**config.mk**
```make
export PLATFORM = sky130hd
export DESIGN_NAME = cusw_param_router
export DESIGN_NICKNAME = d
export VERILOG_FILES = /design/src/rtl/cusw_pkg.sv /design/src/rtl/cusw_debounce.sv /design/src/rtl/cusw_param_router.sv
export SDC_FILE = /design/constraint.sdc
export NUM_CORES = 1
export LEC_CHECK = 0
export BUFFER_PORTS_ARGS = -buffer_cell sky130_fd_sc_hd__buf_2
export CAP_MARGIN = 0
export CELL_PAD_IN_SITES_DETAIL_PLACEMENT = 0
export CELL_PAD_IN_SITES_GLOBAL_PLACEMENT = 1
export CORE_MARGIN = 2
export CORE_UTILIZATION = 47
export DETAILED_ROUTE_END_ITERATION = 8
export GPL_ROUTABILITY_DRIVEN = 0
export PLACE_DENSITY = 0.9
export SETUP_SLACK_MARGIN = 0.5
export SYNTH_ARGS = -nofsm -noshare
export SYNTH_HDL_FRONTEND = slang
export SYNTH_SLANG_ARGS = --single-unit
```
**constraint.sdc**
```tcl
create_clock -name clk50Mhz -period 10.2 [get_ports clk50Mhz]
set_clock_uncertainty 0.05 [all_clocks]
set_input_delay 1.02 -clock clk50Mhz [delete_from_list [all_inputs] [get_ports clk50Mhz]]
set_output_delay 1.02 -clock clk50Mhz [all_outputs]
set_load 0.02 [all_outputs]
```
**src/rtl/cusw_pkg.sv**
```systemverilog
// Shared FSM type, default parameters and index-width helper for the cusw router.
package cusw_pkg;

  typedef enum logic [1:0] {
    STARTUP = 2'd0,
    IDLE    = 2'd1,
    SELECT  = 2'd2,
    TRACK   = 2'd3
  } cusw_state_e;

  localparam int CUSW_POT_W       = 10;
  localparam int CUSW_NUM_POTS    = 7;
  localparam int CUSW_NUM_BANKS   = 7;
  localparam int CUSW_VOL_W       = 7;
  localparam int CUSW_DEB_CYCLES  = 16;
  localparam int CUSW_HYST        = 8;
  localparam int CUSW_READY_DELAY = 256;

  // Width of an index/counter over n values, never narrower than one bit.
  function automatic int cusw_idx_w(input int n);
    return (n > 1) ? $clog2(n) : 1;
  endfunction

endpackage

```
**src/rtl/cusw_debounce.sv**
```systemverilog
// Single-bit debouncer: output follows the input only after DEB_CYCLES
// consecutive disagreeing samples; any agreeing sample restarts the count.
module cusw_debounce
  import cusw_pkg::*;
#(
  parameter int DEB_CYCLES = CUSW_DEB_CYCLES
) (
  input  logic clk,
  input  logic rst,
  input  logic raw,
  output logic deb
);

  localparam int            CW   = cusw_idx_w(DEB_CYCLES);
  localparam logic [CW-1:0] LAST = CW'(DEB_CYCLES - 1);

  logic [CW-1:0] cnt_r;
  logic          deb_r;

  // Count disagreeing samples and flip on the last one.
  always_ff @(posedge clk) begin
    if (rst) begin
      cnt_r <= '0;
      deb_r <= 1'b0;
    end else if (raw != deb_r) begin
      if (cnt_r == LAST) begin
        cnt_r <= '0;
        deb_r <= raw;
      end else begin
        cnt_r <= cnt_r + CW'(1);
        deb_r <= deb_r;
      end
    end else begin
      cnt_r <= '0;
      deb_r <= deb_r;
    end
  end

  assign deb = deb_r;

endmodule

```
**src/rtl/cusw_param_router.sv**
```systemverilog
// Parametrised pot-to-bank router with debounced bank enables and volume output.
// CUSW_SOFT_TAKEOVER_EN enables soft-takeover pickup; otherwise pots write directly.
module cusw_param_router
  import cusw_pkg::*;
#(
  parameter  int POT_W       = CUSW_POT_W,
  parameter  int NUM_POTS    = CUSW_NUM_POTS,
  parameter  int NUM_BANKS   = CUSW_NUM_BANKS,
  parameter  int VOL_W       = CUSW_VOL_W,
  parameter  int DEB_CYCLES  = CUSW_DEB_CYCLES,
  parameter  int HYST        = CUSW_HYST,
  parameter  int READY_DELAY = CUSW_READY_DELAY,
  localparam int BW          = cusw_idx_w(NUM_BANKS)
) (
  input  logic                                  clk50Mhz,
  input  logic                                  RESET,
  input  logic [NUM_POTS*POT_W-1:0]             pot_in,
  input  logic [NUM_BANKS-1:0]                  bank_en,
  input  logic [POT_W-1:0]                      vol_pot,
  output logic [NUM_BANKS*NUM_POTS*POT_W-1:0]   bank_regs,
  output logic [BW-1:0]                         active_bank,
  output logic                                  bank_valid,
  output logic [NUM_POTS-1:0]                   picked,
  output logic [VOL_W-1:0]                      volume,
  output logic                                  vol_change,
  output logic                                  ready
);

  localparam int               SW         = cusw_idx_w(READY_DELAY);
  localparam logic [SW-1:0]    START_LAST = SW'(READY_DELAY - 1);
  localparam logic [POT_W:0]   HYST_D     = (POT_W + 1)'(HYST);
  localparam logic [POT_W:0]   ONE_D      = {{POT_W{1'b0}}, 1'b1};

  cusw_state_e          state_r, state_s;
  logic [SW-1:0]        start_cnt_r;
  logic [NUM_BANKS-1:0] deb_s;
  logic                 any_s;
  logic [BW-1:0]        arb_s;
  logic [BW-1:0]        active_bank_r;
  logic                 bank_valid_r;
  logic                 ready_r;
  logic [NUM_POTS-1:0]  picked_r, picked_s;
  logic [NUM_POTS-1:0]  within_s, write_s;
  logic [POT_W-1:0]     pot_s  [NUM_POTS];
  logic [POT_W-1:0]     regs_r [NUM_BANKS][NUM_POTS];
  logic [VOL_W-1:0]     volume_r, vol_next_s;
  logic                 vol_change_r;

  for (genvar b = 0; b < NUM_BANKS; b++) begin : g_deb
    cusw_debounce #(.DEB_CYCLES(DEB_CYCLES)) u_deb (
      .clk (clk50Mhz),
      .rst (RESET),
      .raw (bank_en[b]),
      .deb (deb_s[b])
    );
  end

  for (genvar p = 0; p < NUM_POTS; p++) begin : g_pot
    assign pot_s[p] = pot_in[p*POT_W +: POT_W];
  end

  assign any_s = |deb_s;

  // Lowest-index debounced enable wins arbitration.
  always_comb begin
    arb_s = '0;
    for (int b = NUM_BANKS - 1; b >= 0; b--) begin
      arb_s = deb_s[b] ? BW'(b) : arb_s;
    end
  end

  // Pickup window: unsigned distance between each pot and its stored value.
  always_comb begin
    logic [POT_W:0] diff_v;
    logic [POT_W:0] mag_v;
    diff_v   = '0;
    mag_v    = '0;
    within_s = '0;
    for (int p = 0; p < NUM_POTS; p++) begin
      diff_v      = {1'b0, pot_s[p]} - {1'b0, regs_r[active_bank_r][p]};
      mag_v       = diff_v[POT_W] ? (~diff_v + ONE_D) : diff_v;
      within_s[p] = (mag_v <= HYST_D);
    end
  end

  // Compare and write share an edge, so a pot that just picked up is written too.
  assign write_s = {NUM_POTS{state_r == TRACK}} & (picked_r | within_s);

  // Next-state logic for the startup/selection FSM.
  always_comb begin
    state_s = state_r;
    case (state_r)
      STARTUP: begin
        if (start_cnt_r == START_LAST) state_s = IDLE;
        else                           state_s = STARTUP;
      end
      IDLE: begin
        if (any_s) state_s = SELECT;
        else       state_s = IDLE;
      end
      SELECT: begin
        if (any_s) state_s = TRACK;
        else       state_s = IDLE;
      end
      TRACK: begin
        if (!any_s)                      state_s = IDLE;
        else if (arb_s != active_bank_r) state_s = SELECT;
        else                             state_s = TRACK;
      end
      default: state_s = STARTUP;
    endcase
  end

  // Next pickup flags: cleared on selection with takeover, else all-ones while tracking.
  always_comb begin
    picked_s = picked_r;
`ifdef CUSW_SOFT_TAKEOVER_EN
    case (state_r)
      SELECT:  picked_s = {NUM_POTS{1'b0}};
      TRACK:   picked_s = picked_r | within_s;
      default: picked_s = picked_r;
    endcase
`else
    if (state_s == TRACK) picked_s = {NUM_POTS{1'b1}};
    else                  picked_s = {NUM_POTS{1'b0}};
`endif
  end

  // FSM state, startup counter and control outputs.
  always_ff @(posedge clk50Mhz) begin
    if (RESET) begin
      state_r       <= STARTUP;
      start_cnt_r   <= '0;
      active_bank_r <= '0;
      bank_valid_r  <= 1'b0;
      ready_r       <= 1'b0;
      picked_r      <= '0;
    end else begin
      state_r       <= state_s;
      start_cnt_r   <= (state_r == STARTUP) ? start_cnt_r + SW'(1) : start_cnt_r;
      active_bank_r <= (state_r == SELECT && any_s) ? arb_s : active_bank_r;
      bank_valid_r  <= (state_s == TRACK);
      ready_r       <= (state_s != STARTUP);
      picked_r      <= picked_s;
    end
  end

  // Register file: only the active bank's tracked pots are written.
  always_ff @(posedge clk50Mhz) begin
    for (int b = 0; b < NUM_BANKS; b++) begin
      for (int p = 0; p < NUM_POTS; p++) begin
        if (RESET) begin
          regs_r[b][p] <= '0;
        end else if (write_s[p] && (active_bank_r == BW'(b))) begin
          regs_r[b][p] <= pot_s[p];
        end else begin
          regs_r[b][p] <= regs_r[b][p];
        end
      end
    end
  end

  assign vol_next_s = vol_pot[POT_W-1 -: VOL_W];

  // Volume tracks always; change pulses are suppressed until ready.
  always_ff @(posedge clk50Mhz) begin
    if (RESET) begin
      volume_r     <= '0;
      vol_change_r <= 1'b0;
    end else begin
      volume_r     <= vol_next_s;
      vol_change_r <= ready_r && (vol_next_s != volume_r);
    end
  end

  for (genvar b = 0; b < NUM_BANKS; b++) begin : g_flat_b
    for (genvar p = 0; p < NUM_POTS; p++) begin : g_flat_p
      assign bank_regs[(b*NUM_POTS+p)*POT_W +: POT_W] = regs_r[b][p];
    end
  end

  assign active_bank = active_bank_r;
  assign bank_valid  = bank_valid_r;
  assign picked      = picked_r;
  assign volume      = volume_r;
  assign vol_change  = vol_change_r;
  assign ready       = ready_r;

endmodule

```
==> results of run 1 <==
==> cell usage after synthesis, drive strengths merged, types with 51 or more instances <==
cell,instances,area (sq um)
ha,78,975.9
nor3,312,1562
mux4,70,1577
mux2i,145,1451
dfxtp,61,1221
edfxtp,490,14710
xnor2,51,446.7
clkbuf,122,459.2
a21oi,59,299.0
nor2,310,1164
nand2,196,740.7
o21ai,139,695.7
==> worst register-to-register path: cells and delay by family (launching register included) <==
family / cells / cell delay [ps]
buffers and inverters: 1 / 660
and+or+nand+nor: 3 / 690
adders and majority gates: 1 / 290
AOI/OAI and AO/OA: 6 / 2870
DFF: 1 / 990
muxes: 2 / 910
==> metal layers <==
| metal | up-vias | wire (microns) |
|---|---|---|
| met5 | - | 23 |
| met4 | 4 | 5461 |
| met3 | 281 | 10760 |
| met2 | 1570 | 48680 |
| met1 | 12062 | 38900 |
| li1 | 10908 | - |
==> registers in the layout, indices dropped and copies added, names as in the netlist, named ones only <==
register / count
vol_change: 1
active_bank: 3
ready: 1
regs_r: 490
volume: 7
g_deb.u_deb.cnt_r: 28
state_r: 2
picked: 1
start_cnt_r: 8
g_deb.u_deb.deb: 7
==> worst min path at each step <==
stage	start	to	cells past startpoint
after detailed placement	g_deb[0].u_deb.cnt_r[0]$_SDFF_PP0_	g_deb[0].u_deb.cnt_r[0]$_SDFF_PP0_	1
after global routing	g_deb[6].u_deb.cnt_r[0]$_SDFF_PP0_	g_deb[6].u_deb.cnt_r[0]$_SDFF_PP0_	1
after global placement	g_deb[6].u_deb.cnt_r[0]$_SDFF_PP0_	g_deb[6].u_deb.cnt_r[0]$_SDFF_PP0_	1
after CTS	g_deb[0].u_deb.cnt_r[0]$_SDFF_PP0_	g_deb[0].u_deb.cnt_r[0]$_SDFF_PP0_	1
final	g_deb[0].u_deb.cnt_r[0]$_SDFF_PP0_	g_deb[0].u_deb.cnt_r[0]$_SDFF_PP0_	1
after floorplan	g_deb[2].u_deb.cnt_r[0]$_SDFF_PP0_	g_deb[2].u_deb.cnt_r[0]$_SDFF_PP0_	1
==> power groups by stage <==
| stage | Clock [W] | Sequential, W | Combinational, W |
|---|---|---|---|
| 2_1_floorplan | 0 | 0.00270 | 0.000372 |
| 3_3_place_gp | 0 | 0.00261 | 0.000691 |
| 3_5_place_dp | 0 | 0.00262 | 0.000708 |
| 4_1_cts | 0.00214 | 0.00257 | 0.000711 |
| 5_1_grt | 0.00222 | 0.00258 | 0.000774 |
| 6_report | 0.00212 | 0.00257 | 0.000720 |
==> cell type report <==
class / count / area, sq um
multi-input cells: 1842 / 12840
flip-flops and latches: 551 / 15950
well taps: 837 / 1047
inverters: 40 / 150.1
repair buffers: 655 / 3453
diodes: 8 / 20.02
clock buffers: 76 / 1583
fillers: 5215 / 26490
clock inverters: 29 / 290.3
==> cells by family (layout without fill, tap and decap cells) <==
group                      count (synthesis)  count (layout)
and+or+nand+nor                         1038            1038
muxes                                    223             223
adders and majority gates                 85              85
other                                      0               8
DFF                                      551             551
xor gates and xnor gates                  76              76
AOI/OAI and AO/OA                        420             420
buffers and inverters                    192             800
==> per-stage QoR <==
stage               hold slack, ps  setup WS [ps]  power (W)
floorplan                    367.5           4425   0.003070
global placement             375.7           3684   0.003304
detailed placement           386.0           3581   0.003325
CTS                          398.7           3560   0.005419
global route                 424.2           3090   0.005567
finish                       397.0           3465   0.005411
==> out/results.tsv, run 1 <==
stage	metric	value	unit
logic_synthesis	synth.area.mux_share	10.60	%
logic_synthesis	ys_seq_elements	551	
logic_synthesis	yosys_most_used_dff	edfxtp_1	
cts	clock_latency	640	ps
floorplan	core	0.06183	sq mm
sta	tightest_slew	1241	ps
placement	portBuffers	595	
grt	met2_usage	50.24	%
hold_path	hold_class	reg -> reg	
setup_path	worstSetupStartpointType	register	
sta	fmax	148.5	MHz
power	switchingPower	0.001431	W
sta	fin_crit_sh	66.03	%
job	drv_cap	0	
layout	drive_gt1_share	28.00	%
power	p_sw_share	26.45	%
grt	grt_use_met3	7.108	%
cts	cts_setup_buffers	0	
layout	layout_commonest_cell	buf_2	
routing	drt-pass1-iter-count	6	
cts	hold_buffers	0	
sta	relSlewSlack	16.73	%
sta	fin_setup_tns	0	ps
floorplan	chipWidth	254.1	microns
cts	numCtsBuffers	57	
setup_path	critical_path_class	reg -> reg	
power	power_density	153.1	mW/mm^2
logic_synthesis	synth_area_per_cell	11.38	sq um
grt	grt_pass1_wl	149500	microns
grt	grt.busiest_layer	met2	
floorplan	die_y	254.1	microns
power	p_clk_share	39.2	%
layout	fin_area	0.03533	sq mm
sta	setup_viol	0	
logic_synthesis	syn_inst	2585	
routing	vias	24825	
logic_synthesis	synthSimpleGateAreaFrac	16.79	%
sta	drv_slew	0	
sta	fin_crit	6735	ps
layout	mostFrequentLayoutCells	buf_2, edfxtp_1, nor3_1	
grt	antenna_found_initial	10	
layout	area_growth	20.16	%
floorplan	die_area	0.06458	sq mm
routing	drc_errors	0	
logic_synthesis	yosysWarningCount	0	
power	seq_power_share	47.5	%
setup_path	reg2reg_to	regs_r[3][23]$_SDFFCE_PN0P_	
cts	ctsResizeCount	0	
placement	hpwl	73500	microns
routing	ant_nets	0	
routing	vias_per_cell	6.148	
setup_path	crit_family	compound AO/OA/AOI/OAI gates	
sta	hold_viol	0	
grt	grt-ovfl-total	0	
routing	post_drt_wl_per_cell	25.71	microns
setup_path	cp-end-kind	register	
setup_path	reg2reg_slack	3470	ps
setup_path	crit_path_top_delay_cell	a211oi_1	
sta	grt_setup_unrepaired	false	
setup_path	crit_fanout	44	
power	cellLeakagePower	12.92	nW
power	internal_power	0.003980	W
layout	finish.net_count	3321	
logic_synthesis	seq_area_frac_synth	54.19	%
logic_synthesis	yosysUniqueCellTypes	86	
routing	initialDrtViolationCount	2338	
grt	grt_usage	31.13	%
power	ir_drop	0.1250	mV
grt	grt_max_degree	113	
setup_path	max_stage_delay	1000	ps
floorplan	rows	91	
floorplan	initial_utilization	47.56	%
power	power_frac_comb	13.3	%
layout	post-route-util	57.15	%
logic_synthesis	synth-edff-count	490	
status	status	completed	
floorplan	ios	599	
logic_synthesis	synth_area	0.02940	sq mm
logic_synthesis	async_reset_ff_share	0	%
setup_path	cp.arrival	7030	ps
placement	placed_area	0.03344	sq mm
cts	cts_tree	built	
cts	htree_levels	2	
cts	clock-sinks	551	
setup_path	crit_buf_inv	1	
logic_synthesis	syn-num-nets	2759	
setup_path	cp.required	10490	ps
cts	clockRootBuffer	clkbuf_16	
logic_synthesis	synth_fa_ha_area_share	3.796	%
setup_path	endpoint	regs_r[3][23]$_SDFFCE_PN0P_	
routing	drt-total-wl	103800	microns
setup_path	rr_worst_depth	13	
layout	instances_no_fill	4038	
cts	clkTransAtPathRegs	60	ps
placement	place_inst	3925	
cts	cts_buffer_depth	3	
setup_path	cp_cell_sequence	buf_4, mux4_2, mux2i_1, ha_1, a21oi_1, o21ai_0, nor3_1, a2111oi_0, a311oi_1, a211oi_1, o41ai_4, nand2b_1, nor2_1	
grt	grt_pass1_vias	24013	
grt	grt_util_met1	39.64	%
logic_synthesis	synth_top_family_by_area	simple AND/OR/NAND/NOR gates	
setup_path	cp.depth	13	
logic_synthesis	synth-compound-area-share	9.770	%
logic_synthesis	synth_xor_area_share	2.264	%
Note: power is estimated with default switching activity, not from simulation.
==> run 2: changes to the inputs <==
CORE_UTILIZATION = 44   (was 47)
PLACE_DENSITY = 0.85   (was 0.9)
clock period = 6.27 ns   (was 10.2 ns; I/O delays follow)
==> out/results.tsv, run 2 (synthesized netlist as in run 1, its figures left out) <==
stage	metric	value	unit
floorplan	core	0.06598	sq mm
routing	post_drt_wl_per_cell	25.76	microns
floorplan	die_area	0.06891	sq mm
sta	tightest_slew	977.0	ps
floorplan	chipWidth	262.5	microns
cts	hold_buffers	0	
job	drv_cap	0	
layout	top_regs	regs_r (490), g_deb.u_deb.cnt_r (28), start_cnt_r (8)	
status	status	complete, but fails checks	
layout	layout_commonest_cell	buf_2	
grt	grt_max_degree	71	
layout	regArea	0.01595	sq mm
routing	vias	24665	
cts	clockRootBuffer	clkbuf_16	
layout	regMostFlops	regs_r	
hold_path	hold_class	in -> reg	
cts	clock-sinks	551	
routing	ant_nets	0	
routing	initialDrtViolationCount	2621	
status	violations	DRC	
grt	grt-ovfl-total	0	
power	power_density	248.9	mW/mm^2
floorplan	ios	599	
grt	grt_pass1_vias	24423	
layout	area_growth	21.49	%
routing	vias_per_cell	6.029	
power	cellLeakagePower	13.10	nW
cts	clkTransAtPathRegs	60	ps
routing	drt-pass1-iter-count	9	
setup_path	crit_path_top_delay_cell	dfxtp_4	
setup_path	reg2reg_slack	760	ps
cts	clock_latency	630	ps
power	ir_drop	0.1924	mV
routing	drc_errors	1	
layout	final.fill_count	5639	
sta	setup_viol	0	
floorplan	die_y	262.5	microns
layout	largest_reg_flops	490	
sta	hold_viol	0	
sta	fin_crit	5507	ps
floorplan	rows	94	
layout	mostFrequentLayoutCells	buf_2, edfxtp_1, nor3_1	
setup_path	crit_fanout	70	
sta	grt_setup_unrepaired	false	
setup_path	cp_cell_sequence	buf_12, mux4_2, mux2_2, ha_1, inv_1, fa_1, a21o_1, nand3_1, o32a_1, o311a_1, o31a_1, o21ai_0, a221o_1, and2_2, buf_4, nor3_1	
placement	portBuffers	595	
placement	hpwl	76000	microns
setup_path	cp.arrival	5800	ps
sta	fin_crit_sh	87.83	%
grt	grt_usage	29.55	%
layout	drive_gt1_share	28.72	%
sta	fin_setup_tns	0	ps
cts	cts_buffer_depth	3	
sta	relSlewSlack	34.27	%
grt	grt_pass1_wl	154600	microns
sta	fmax	181.6	MHz
setup_path	max_stage_delay	650	ps
layout	finish.net_count	3347	
setup_path	cp-end-kind	register	
cts	cts_tree	built	
setup_path	cp.required	6560	ps
setup_path	critical_path_class	reg -> reg	
routing	drt-total-wl	105400	microns
floorplan	initial_utilization	44.57	%
setup_path	worstSetupStartpointType	register	
layout	post-route-util	54.14	%
layout	multi_input_area	0.01286	sq mm
sta	drv_slew	0	
cts	htree_levels	2	
cts	numCtsBuffers	56	
grt	antenna_found_initial	12	
run 2: cell types whose count changed in the layout (fill, tap and decap cells not counted), sizes merged:
cell      before  now
bufinv         5    6
clkinv        17   12
clkbuf        76   81
inv           43   44
buf          655  682
diode          8    6
clkinvlp       4    3
run 2: report_power, final:
| group | switching, W | total, W | internal, W | leakage, nW |
|---|---|---|---|---|
| logic | 0.000783 | 0.00119 | 0.000403 | 6.62 |
| registers | 0.0000809 | 0.00418 | 0.00410 | 5.54 |
| clock network | 0.00147 | 0.00352 | 0.00206 | 0.941 |
run 2: stage by stage:
stage	power [W]	cell area (sq um)	worst slack, ps	std cells	hold slack, ps
floorplan	0.004994	29400	494.8	2585	367.5
CTS	0.008894	35630	673.5	4081	178.3
global route	0.009148	35720	540.4	4090	199.8
finish	0.008893	35720	763.3	4091	206.9
detailed placement	0.005418	33700	484.7	3975	389.1
global placement	0.005381	33700	755.9	3975	376.4
run 2: path summary, 6_finish.rpt:
check                           cells past startpoint                                  to                                from
worst max register to register                     16         regs_r[3][31]$_SDFFCE_PN0P_                            register
worst max-delay path                               16         regs_r[3][31]$_SDFFCE_PN0P_                            register
worst min register to register                      1  g_deb[2].u_deb.cnt_r[0]$_SDFF_PP0_  g_deb[2].u_deb.cnt_r[0]$_SDFF_PP0_
worst min-delay path                                2                volume[6]$_SDFF_PP0_                          vol_pot[9]
run 2: layout make-up:
cell class                      count  area share (%)
Sequential cell                   551           44.64
Multi-Input combinational cell   1842           35.99
Timing Repair Buffer              682           10.49
Clock buffer                       81           4.560
Tap cell                          864           3.026
Clock inverter                     25          0.8336
Inverter                           40          0.4203
Antenna cell                        6         0.04203
run 2: per-layer routing:
layer | up-vias | share of wire, % | GRT usage, %
met5 | - | 0.049 | 0
met4 | 8 | 4.6 | 12.67
met3 | 248 | 9.8 | 7.056
met2 | 1368 | 47 | 48.28
met1 | 12070 | 39 | 37.62
li1 | 10971 | - | -
run 2: worst max-delay path: cells and delay by family (launching register included):
family                   cells  cell delay (ps)
AO/OA/AOI/OAI                6             1790
buffers and inverters        3              940
multiplexers                 2              810
flip-flops                   1              650
AND/OR/NAND/NOR              3              470
adder cells (fa/ha/maj)      2              430
run 2: timing repair:
item / CTS / global route
pin swaps: 0 / 3
gates resized for setup: 1 / 5
setup endpoints to repair: 21 / 358
setup buffers: 0 / 4
